<file path="src/rtl/iomem_uart_master_if.sv">
// Bundles the UART byte-stream handshakes and the iomem initiator bus.
//   master modport: the bridge (consumes rx, produces tx, drives iomem requests)
//   slave modport : the environment (UART rx/tx and the iomem responder)
//   rx_data/rx_valid/rx_ready   command byte stream into the bridge
//   tx_data/tx_valid/tx_ready   response byte stream out of the bridge
//   iomem_valid/addr/wdata/wstrb/ready/rdata   single-transfer iomem bus
interface iomem_uart_master_if;
    logic [7:0]  rx_data;
    logic        rx_valid;
    logic        rx_ready;
    logic [7:0]  tx_data;
    logic        tx_valid;
    logic        tx_ready;
    logic        iomem_valid;
    logic        iomem_ready;
    logic [3:0]  iomem_wstrb;
    logic [31:0] iomem_addr;
    logic [31:0] iomem_wdata;
    logic [31:0] iomem_rdata;

    modport master (
        input  rx_data, rx_valid, tx_ready, iomem_ready, iomem_rdata,
        output rx_ready, tx_data, tx_valid, iomem_valid, iomem_wstrb,
               iomem_addr, iomem_wdata
    );

    modport slave (
        output rx_data, rx_valid, tx_ready, iomem_ready, iomem_rdata,
        input  rx_ready, tx_data, tx_valid, iomem_valid, iomem_wstrb,
               iomem_addr, iomem_wdata
    );
endinterface

</file>
<file path="src/rtl/iomem_uart_master.sv">
// UART-command to iomem bridge: parses write (0x57) / read (0x52) frames from
// the rx byte stream, issues one iomem transfer, returns status/read data on tx.
//   clk     system clock (rising edge)
//   resetn  asynchronous active-low reset
//   bus     iomem_uart_master_if.master (rx stream, tx stream, iomem initiator)
//   busy    high whenever the command FSM is not idle
module iomem_uart_master #(
    parameter int unsigned TIMEOUT_CYCLES = 255
) (
    input  logic                       clk,
    input  logic                       resetn,
    iomem_uart_master_if.master        bus,
    output logic                       busy
);

    localparam int unsigned TO_W   = $clog2(TIMEOUT_CYCLES + 2);
    localparam int unsigned RESP_W = 40;
    localparam logic [7:0]  OP_WRITE = 8'h57;
    localparam logic [7:0]  OP_READ  = 8'h52;
    localparam logic [7:0]  RSP_ACK  = 8'h06;
    localparam logic [7:0]  RSP_NAK  = 8'h15;
    localparam logic [7:0]  RSP_UNK  = 8'h3F;

    typedef enum logic [2:0] {
        S_IDLE, S_ADDR, S_STRB, S_DATA, S_BUS, S_RESP
    } state_t;

    state_t              state, state_n;
    logic [1:0]          idx, idx_n;
    logic                is_write, is_write_n;
    logic [31:0]         addr, addr_n;
    logic [31:0]         wdata, wdata_n;
    logic [3:0]          wstrb, wstrb_n;
    logic                valid, valid_n;
    logic [TO_W-1:0]     tocnt, tocnt_n;
    logic [RESP_W-1:0]   resp_buf, resp_buf_n;
    logic [2:0]          resp_len, resp_len_n;
    logic                tx_valid, tx_valid_n;
    logic                busy_n;
    logic                rx_ready_c;
    logic                rx_fire_c;

    // Command bytes are only taken while collecting a frame and never in reset.
    always_comb begin
        rx_ready_c = resetn && (state == S_IDLE || state == S_ADDR ||
                                state == S_STRB || state == S_DATA);
        rx_fire_c  = bus.rx_valid && rx_ready_c;
    end

    // State register and all registered datapath/outputs.
    always_ff @(posedge clk or negedge resetn) begin
        if (!resetn) begin
            state    <= S_IDLE;
            idx      <= 2'd0;
            is_write <= 1'b0;
            addr     <= 32'd0;
            wdata    <= 32'd0;
            wstrb    <= 4'd0;
            valid    <= 1'b0;
            tocnt    <= TO_W'(0);
            resp_buf <= RESP_W'(0);
            resp_len <= 3'd0;
            tx_valid <= 1'b0;
            busy     <= 1'b0;
        end else begin
            state    <= state_n;
            idx      <= idx_n;
            is_write <= is_write_n;
            addr     <= addr_n;
            wdata    <= wdata_n;
            wstrb    <= wstrb_n;
            valid    <= valid_n;
            tocnt    <= tocnt_n;
            resp_buf <= resp_buf_n;
            resp_len <= resp_len_n;
            tx_valid <= tx_valid_n;
            busy     <= busy_n;
        end
    end

    // Next-state, frame assembly, bus completion and response sequencing.
    always_comb begin
        state_n    = state;
        idx_n      = idx;
        is_write_n = is_write;
        addr_n     = addr;
        wdata_n    = wdata;
        wstrb_n    = wstrb;
        tocnt_n    = tocnt;
        resp_buf_n = resp_buf;
        resp_len_n = resp_len;

        case (state)
            S_IDLE: begin
                if (rx_fire_c) begin
                    idx_n = 2'd0;
                    if (bus.rx_data == OP_WRITE) begin
                        is_write_n = 1'b1;
                        state_n    = S_ADDR;
                    end else if (bus.rx_data == OP_READ) begin
                        is_write_n = 1'b0;
                        wstrb_n    = 4'd0;
                        state_n    = S_ADDR;
                    end else begin
                        resp_buf_n = {RSP_UNK, 32'd0};
                        resp_len_n = 3'd1;
                        state_n    = S_RESP;
                    end
                end
            end
            S_ADDR: begin
                if (rx_fire_c) begin
                    addr_n = {addr[23:0], bus.rx_data};
                    idx_n  = idx + 2'd1;
                    if (idx == 2'd3) begin
                        idx_n   = 2'd0;
                        tocnt_n = TO_W'(0);
                        state_n = is_write ? S_STRB : S_BUS;
                    end
                end
            end
            S_STRB: begin
                if (rx_fire_c) begin
                    wstrb_n = bus.rx_data[3:0];
                    idx_n   = 2'd0;
                    state_n = S_DATA;
                end
            end
            S_DATA: begin
                if (rx_fire_c) begin
                    wdata_n = {wdata[23:0], bus.rx_data};
                    idx_n   = idx + 2'd1;
                    if (idx == 2'd3) begin
                        idx_n   = 2'd0;
                        tocnt_n = TO_W'(0);
                        state_n = S_BUS;
                    end
                end
            end
            S_BUS: begin
                // ready takes priority over a timeout landing on the same cycle
                if (bus.iomem_ready) begin
                    if (is_write) begin
                        resp_buf_n = {RSP_ACK, 32'd0};
                        resp_len_n = 3'd1;
                    end else begin
                        resp_buf_n = {RSP_ACK, bus.iomem_rdata};
                        resp_len_n = 3'd5;
                    end
                    idx_n   = 2'd0;
                    state_n = S_RESP;
                end else if (TIMEOUT_CYCLES != 0) begin
                    tocnt_n = tocnt + TO_W'(1);
                    if (32'(tocnt) + 32'd1 == TIMEOUT_CYCLES) begin
                        resp_buf_n = {RSP_NAK, 32'd0};
                        resp_len_n = 3'd1;
                        idx_n      = 2'd0;
                        state_n    = S_RESP;
                    end
                end
            end
            S_RESP: begin
                if (tx_valid && bus.tx_ready) begin
                    resp_buf_n = {resp_buf[RESP_W-9:0], 8'h00};
                    resp_len_n = resp_len - 3'd1;
                    if (resp_len == 3'd1) begin
                        idx_n   = 2'd0;
                        state_n = S_IDLE;
                    end
                end
            end
            default: begin
                state_n = S_IDLE;
            end
        endcase

        valid_n    = (state_n == S_BUS);
        tx_valid_n = (state_n == S_RESP);
        busy_n     = (state_n != S_IDLE);
    end

    assign bus.rx_ready    = rx_ready_c;
    assign bus.tx_data     = resp_buf[RESP_W-1 -: 8];
    assign bus.tx_valid    = tx_valid;
    assign bus.iomem_valid = valid;
    assign bus.iomem_addr  = addr;
    assign bus.iomem_wdata = wdata;
    assign bus.iomem_wstrb = wstrb;

endmodule

</file>
<file path="src/flat_wrapper.sv">
// flat-port wrapper written by rule: the top's interface ports become plain ports
module iomem_uart_master_flat 
#(
    parameter int unsigned TIMEOUT_CYCLES = 255
)
  (clk, resetn, busy, bus_rx_data, bus_rx_valid, bus_tx_ready, bus_iomem_ready, bus_iomem_rdata, bus_rx_ready, bus_tx_data, bus_tx_valid, bus_iomem_valid, bus_iomem_wstrb, bus_iomem_addr, bus_iomem_wdata);
  iomem_uart_master_if bus_i ();
  input  logic clk;
  input  logic resetn;
  output logic busy;
  input wire logic [$bits(bus_i.rx_data)-1:0] bus_rx_data;
  input wire logic [$bits(bus_i.rx_valid)-1:0] bus_rx_valid;
  input wire logic [$bits(bus_i.tx_ready)-1:0] bus_tx_ready;
  input wire logic [$bits(bus_i.iomem_ready)-1:0] bus_iomem_ready;
  input wire logic [$bits(bus_i.iomem_rdata)-1:0] bus_iomem_rdata;
  output wire logic [$bits(bus_i.rx_ready)-1:0] bus_rx_ready;
  output wire logic [$bits(bus_i.tx_data)-1:0] bus_tx_data;
  output wire logic [$bits(bus_i.tx_valid)-1:0] bus_tx_valid;
  output wire logic [$bits(bus_i.iomem_valid)-1:0] bus_iomem_valid;
  output wire logic [$bits(bus_i.iomem_wstrb)-1:0] bus_iomem_wstrb;
  output wire logic [$bits(bus_i.iomem_addr)-1:0] bus_iomem_addr;
  output wire logic [$bits(bus_i.iomem_wdata)-1:0] bus_iomem_wdata;
  assign bus_i.rx_data = bus_rx_data;
  assign bus_i.rx_valid = bus_rx_valid;
  assign bus_i.tx_ready = bus_tx_ready;
  assign bus_i.iomem_ready = bus_iomem_ready;
  assign bus_i.iomem_rdata = bus_iomem_rdata;
  assign bus_rx_ready = bus_i.rx_ready;
  assign bus_tx_data = bus_i.tx_data;
  assign bus_tx_valid = bus_i.tx_valid;
  assign bus_iomem_valid = bus_i.iomem_valid;
  assign bus_iomem_wstrb = bus_i.iomem_wstrb;
  assign bus_iomem_addr = bus_i.iomem_addr;
  assign bus_iomem_wdata = bus_i.iomem_wdata;
  iomem_uart_master #(.TIMEOUT_CYCLES(TIMEOUT_CYCLES)) u_core (.clk(clk), .resetn(resetn), .bus(bus_i), .busy(busy));
endmodule
</file>
<file path="config.mk">
export PLATFORM = sky130hd
export DESIGN_NAME = iomem_uart_master_flat
export DESIGN_NICKNAME = d
export VERILOG_FILES = /design/src/rtl/iomem_uart_master_if.sv /design/src/rtl/iomem_uart_master.sv /design/src/flat_wrapper.sv
export SDC_FILE = /design/constraint.sdc
export NUM_CORES = 1
export LEC_CHECK = 0
export ABC_AREA = 0
export BUFFER_PORTS_ARGS = -buffer_cell sky130_fd_sc_hd__buf_2
export CAP_MARGIN = 20
export CORE_ASPECT_RATIO = 1.5
export CORE_MARGIN = 4
export CORE_UTILIZATION = 49
export CTS_CLUSTER_SIZE = 8
export DETAILED_ROUTE_END_ITERATION = 7
export GPL_ROUTABILITY_DRIVEN = 1
export MAX_ROUTING_LAYER = met4
export PLACE_DENSITY = 0.76
export SYNTH_ARGS = -nofsm -noshare
export SYNTH_HDL_FRONTEND = slang
export SYNTH_SLANG_ARGS = --single-unit
</file>
<file path="constraint.sdc">
create_clock -name clk -period 2.2 [get_ports clk]
set_clock_uncertainty 0.2 [all_clocks]
set_input_delay 0.44 -clock clk [delete_from_list [all_inputs] [get_ports clk]]
set_output_delay 0.44 -clock clk [all_outputs]
set_load 0.02 [all_outputs]
</file>
==> results.cfg <==
[place]
place_inst = 749
dp_hpwl_mm = 8.919
numPortBuffers = 124
finalWeightedCongestion = 0.8120

[status]
outcome = finished with violations
violations = negative setup slack

[routing]
vias_per_cell = 5.360
ant_nets = 0
wire_per_inst_um = 17.59
drc = 0
drtPass1Iterations = 4
drt_iter0_drc = 271
via_count = 4277
drt-total-wl_mm = 14.04

[clocking]
clock_tree.buffer_depth = 2
clkSinkCount = 129
cts_htree_levels = 4
insertion_delay_ns = 0.42
cts.root.buffer_cell = clkbuf_16
cts_made_buffers = 17
clk_pin_slew_worst_paths_ns = 0.06
cts_tree = built

[sta]
rsz0062_at_grt = yes
period_share_pct = 105.4
worst_slack_ns = -0.1196
setup_viol = 30
tightest_slew_ns = 0.6291
period_minus_slack_ns = 2.320
finalHoldViolCount = 0
finalMaxSlewViolations = 0
slew_headroom_pct = 58.06
max_freq_mhz = 431.1
tns_ns = -2.744

[power]
p_int_mw = 6.061
ir_drop_mv = 0.8338
p_seq_share_pct = 33.9
total_switching_power_mw = 3.155
swShare_pct = 34.23
p_per_area_mw_per_mm2 = 1196
pwr-share-clk_pct = 30.0
p_leak_nw = 3.893
comb_power_share_pct = 36.1

[worst_setup_path]
crit_path_end_kind = flip-flop
path_buf_inv = 3
path_class = flip-flop to flip-flop
cp.required_ns = 2.30
cp_max_fo = 9
critical_path_arrival_ns = 2.42
startpoint_type = flip-flop
cp_slowest_cell = dfrtp_2
slowest_delay_ns = 0.43
crit_family = compound AO/OA/AOI/OAI gates
cp_cell_sequence = inv_2 -> ha_4 -> and4_4 -> nand3b_1 -> o21ai_2 -> o31ai_4 -> a21oi_4 -> buf_12 -> buf_16 -> mux2_4

[floorplanning]
die_h_um = 140.5
core_area_sq_mm = 0.01147
die_w_um = 96.31
start_util_pct = 49.97
core.rowCount = 48
io_pins = 125
dieArea_sq_mm = 0.01353

[synthesis]
synth_top_family_by_area = multiplexers
syn_avg_cell_area_sq_um = 12.41
ys_seq_elements = 129
ys.flop_type = dfrtp_1
ys_warn_count = 0
yosys.area_share.xor_xnor_pct = 0.6112
synth_seq_area_share_pct = 56.32
syn_inst = 462
synth_fa_ha_area_share_pct = 1.091
yosys.area_share.simple_pct = 8.164
synth_compound_area_share_pct = 9.649
synth_edf_count = 0
syn-cell-area_sq_mm = 0.005732
synth_nets = 512
synth_cell_type_count = 48
synthMuxAreaShare_pct = 19.71
synth-async-reset-ratio_pct = 100.0

[job]
maxCapViolations = 0

[finish]
mostFrequentLayoutCell = dfrtp_1
syn_to_final_growth_pct = 34.49
drive_above_1_share_pct = 50.31
mostFrequentLayoutCells = 127 x dfrtp_1, 123 x buf_2, 65 x mux2_2
num-fill-cells = 863
fin_nets = 685
stdcell_count = 798
antennaDiodeCount = 0

[worst_hold_path]
hp-class = primary input to flip-flop

[global_routing]
grt_pass1_vias = 4346
track_usage_pct = 21.17
grt_max_degree = 58
grt_pass1_wl_mm = 21.57
overflow = 0
grt_antenna_before_repair = 0
-- layer usage --
metal,global-route usage [%],part of all wire [%],wire [um]
met4,7.465,1.9,265
met2,34.66,53,7423
met5,-,0,0
met1,24.52,38,5362
met3,6.179,7.0,983
-- Yosys cell counts, types with 2 or more instances --
master | n | area [sq um]
dfrtp_1 | 129 | 3228
mux2_2 | 65 | 732.0
nand2_1 | 38 | 142.6
o21ai_0 | 30 | 150.1
nor2_1 | 23 | 86.33
inv_1 | 22 | 82.58
a22o_1 | 21 | 183.9
mux2_4 | 20 | 300.3
clkbuf_1 | 12 | 45.04
o21ai_1 | 10 | 50.05
buf_4 | 8 | 60.06
nand3_1 | 8 | 40.04
a21oi_1 | 6 | 30.03
buf_2 | 6 | 30.03
mux2_1 | 6 | 67.56
and3_1 | 5 | 31.28
ha_1 | 5 | 62.56
nor3_1 | 4 | 20.02
buf_6 | 3 | 33.78
mux2i_1 | 3 | 30.03
nand3b_1 | 3 | 22.52
xor2_1 | 3 | 26.28
and2_1 | 2 | 12.51
and4_1 | 2 | 17.52
nor2b_1 | 2 | 12.51
o211ai_1 | 2 | 15.01
o22ai_1 | 2 | 12.51
or3_1 | 2 | 12.51
-- cells by family (layout without fill, tap and decap cells) --
family | count (synthesis) | in the layout
adders and majority gates | 5 | 5
muxes | 94 | 94
DFF | 129 | 129
xor gates and xnor gates | 4 | 4
and+or+nand+nor | 97 | 97
AOI/OAI and AO/OA | 81 | 81
buffers and inverters | 52 | 238
-- layout make-up --
| cell class | count | area, sq um | area share (%) |
|---|---|---|---|
| timing repair buffer | 183 | 1282 | 16.64 |
| inverter | 23 | 86.33 | 1.120 |
| clock buffer | 18 | 429.2 | 5.567 |
| tap | 150 | 187.7 | 2.435 |
| sequential | 129 | 3231 | 41.91 |
| multi-input combinational | 281 | 2338 | 30.34 |
| clock inverter | 14 | 153.9 | 1.996 |
-- stage by stage --
stage	instance area [sq um]	hold slack, ns	power [mW]	utilization, %	setup WS [ns]
global route	7709	0.03752	9.699	67.20	-0.1787
detailed placement	6765	0.2691	5.922	58.98	-0.1996
floorplan	5736	-0.05559	4.887	-	-0.004851
finish	7709	0.03254	9.216	67.20	-0.1196
CTS	7501	0.02266	8.974	65.39	-0.09190
global placement	6765	0.2683	5.816	58.98	-0.1016
-- flip-flops by register name, summed over array words and instances, names as in the netlist --
register and flops:
u_core.resp_buf 40, u_core.bus.iomem_addr 32, u_core.bus.iomem_wdata 32, u_core.tocnt 9, u_core.bus.iomem_wstrb 4, u_core.resp_len 3
u_core.state 3, u_core.idx 2, u_core.bus.iomem_valid 1, u_core.bus.tx_valid 1, u_core.busy 1, u_core.is_write 1
-- final timing paths --
check                                                        from                                endpoint  slack, ns  cells past startpoint
setup / recovery                      u_core.tocnt[0]$_DFFE_PN0P_         u_core.resp_buf[11]$_DFFE_PN0P_      -0.12                     10
max in group asynchronous                                  resetn   u_core.bus.iomem_wstrb[0]$_DFFE_PN0P_       0.34                      4
setup reg to reg                      u_core.tocnt[0]$_DFFE_PN0P_         u_core.resp_buf[11]$_DFFE_PN0P_      -0.12                     10
hold / removal                                 bus_iomem_rdata[4]          u_core.resp_buf[4]$_DFFE_PN0P_       0.03                      3
hold reg to reg            u_core.bus.iomem_wdata[29]$_DFFE_PN0P_  u_core.bus.iomem_wdata[29]$_DFFE_PN0P_       0.30                      1
min in group asynchronous                                  resetn   u_core.bus.iomem_wdata[0]$_DFFE_PN0P_       0.55                      3
-- timing repair --
| action | 4_1_cts | 5_1_grt |
|---|---|---|
| pin swaps | 2 | 3 |
| hold endpoints to repair | 72 | 0 |
| gates cloned | 2 | 5 |
| buffers inserted | 4 | 4 |
| gates resized for setup | 6 | 25 |
| endpoints found under the setup margin | 36 | 140 |
| hold buffers | 3 | 0 |
-- tightest hold or removal path, stage by stage --
cell and delay, ns:
buf_2 0.07, nand2_1 0.04, o21ai_1 0.06
-- power by group through the flow --
stage / Sequential, mW / Clock (mW) / Combinational (mW)
after global placement: 3.12 / 0 / 2.70
after global routing: 3.18 / 2.94 / 3.57
final: 3.12 / 2.77 / 3.32
after floorplan: 3.45 / 0 / 1.43
after detailed placement: 3.15 / 0 / 2.78
after CTS: 3.11 / 2.79 / 3.08
(Power assumes the default switching activity.)
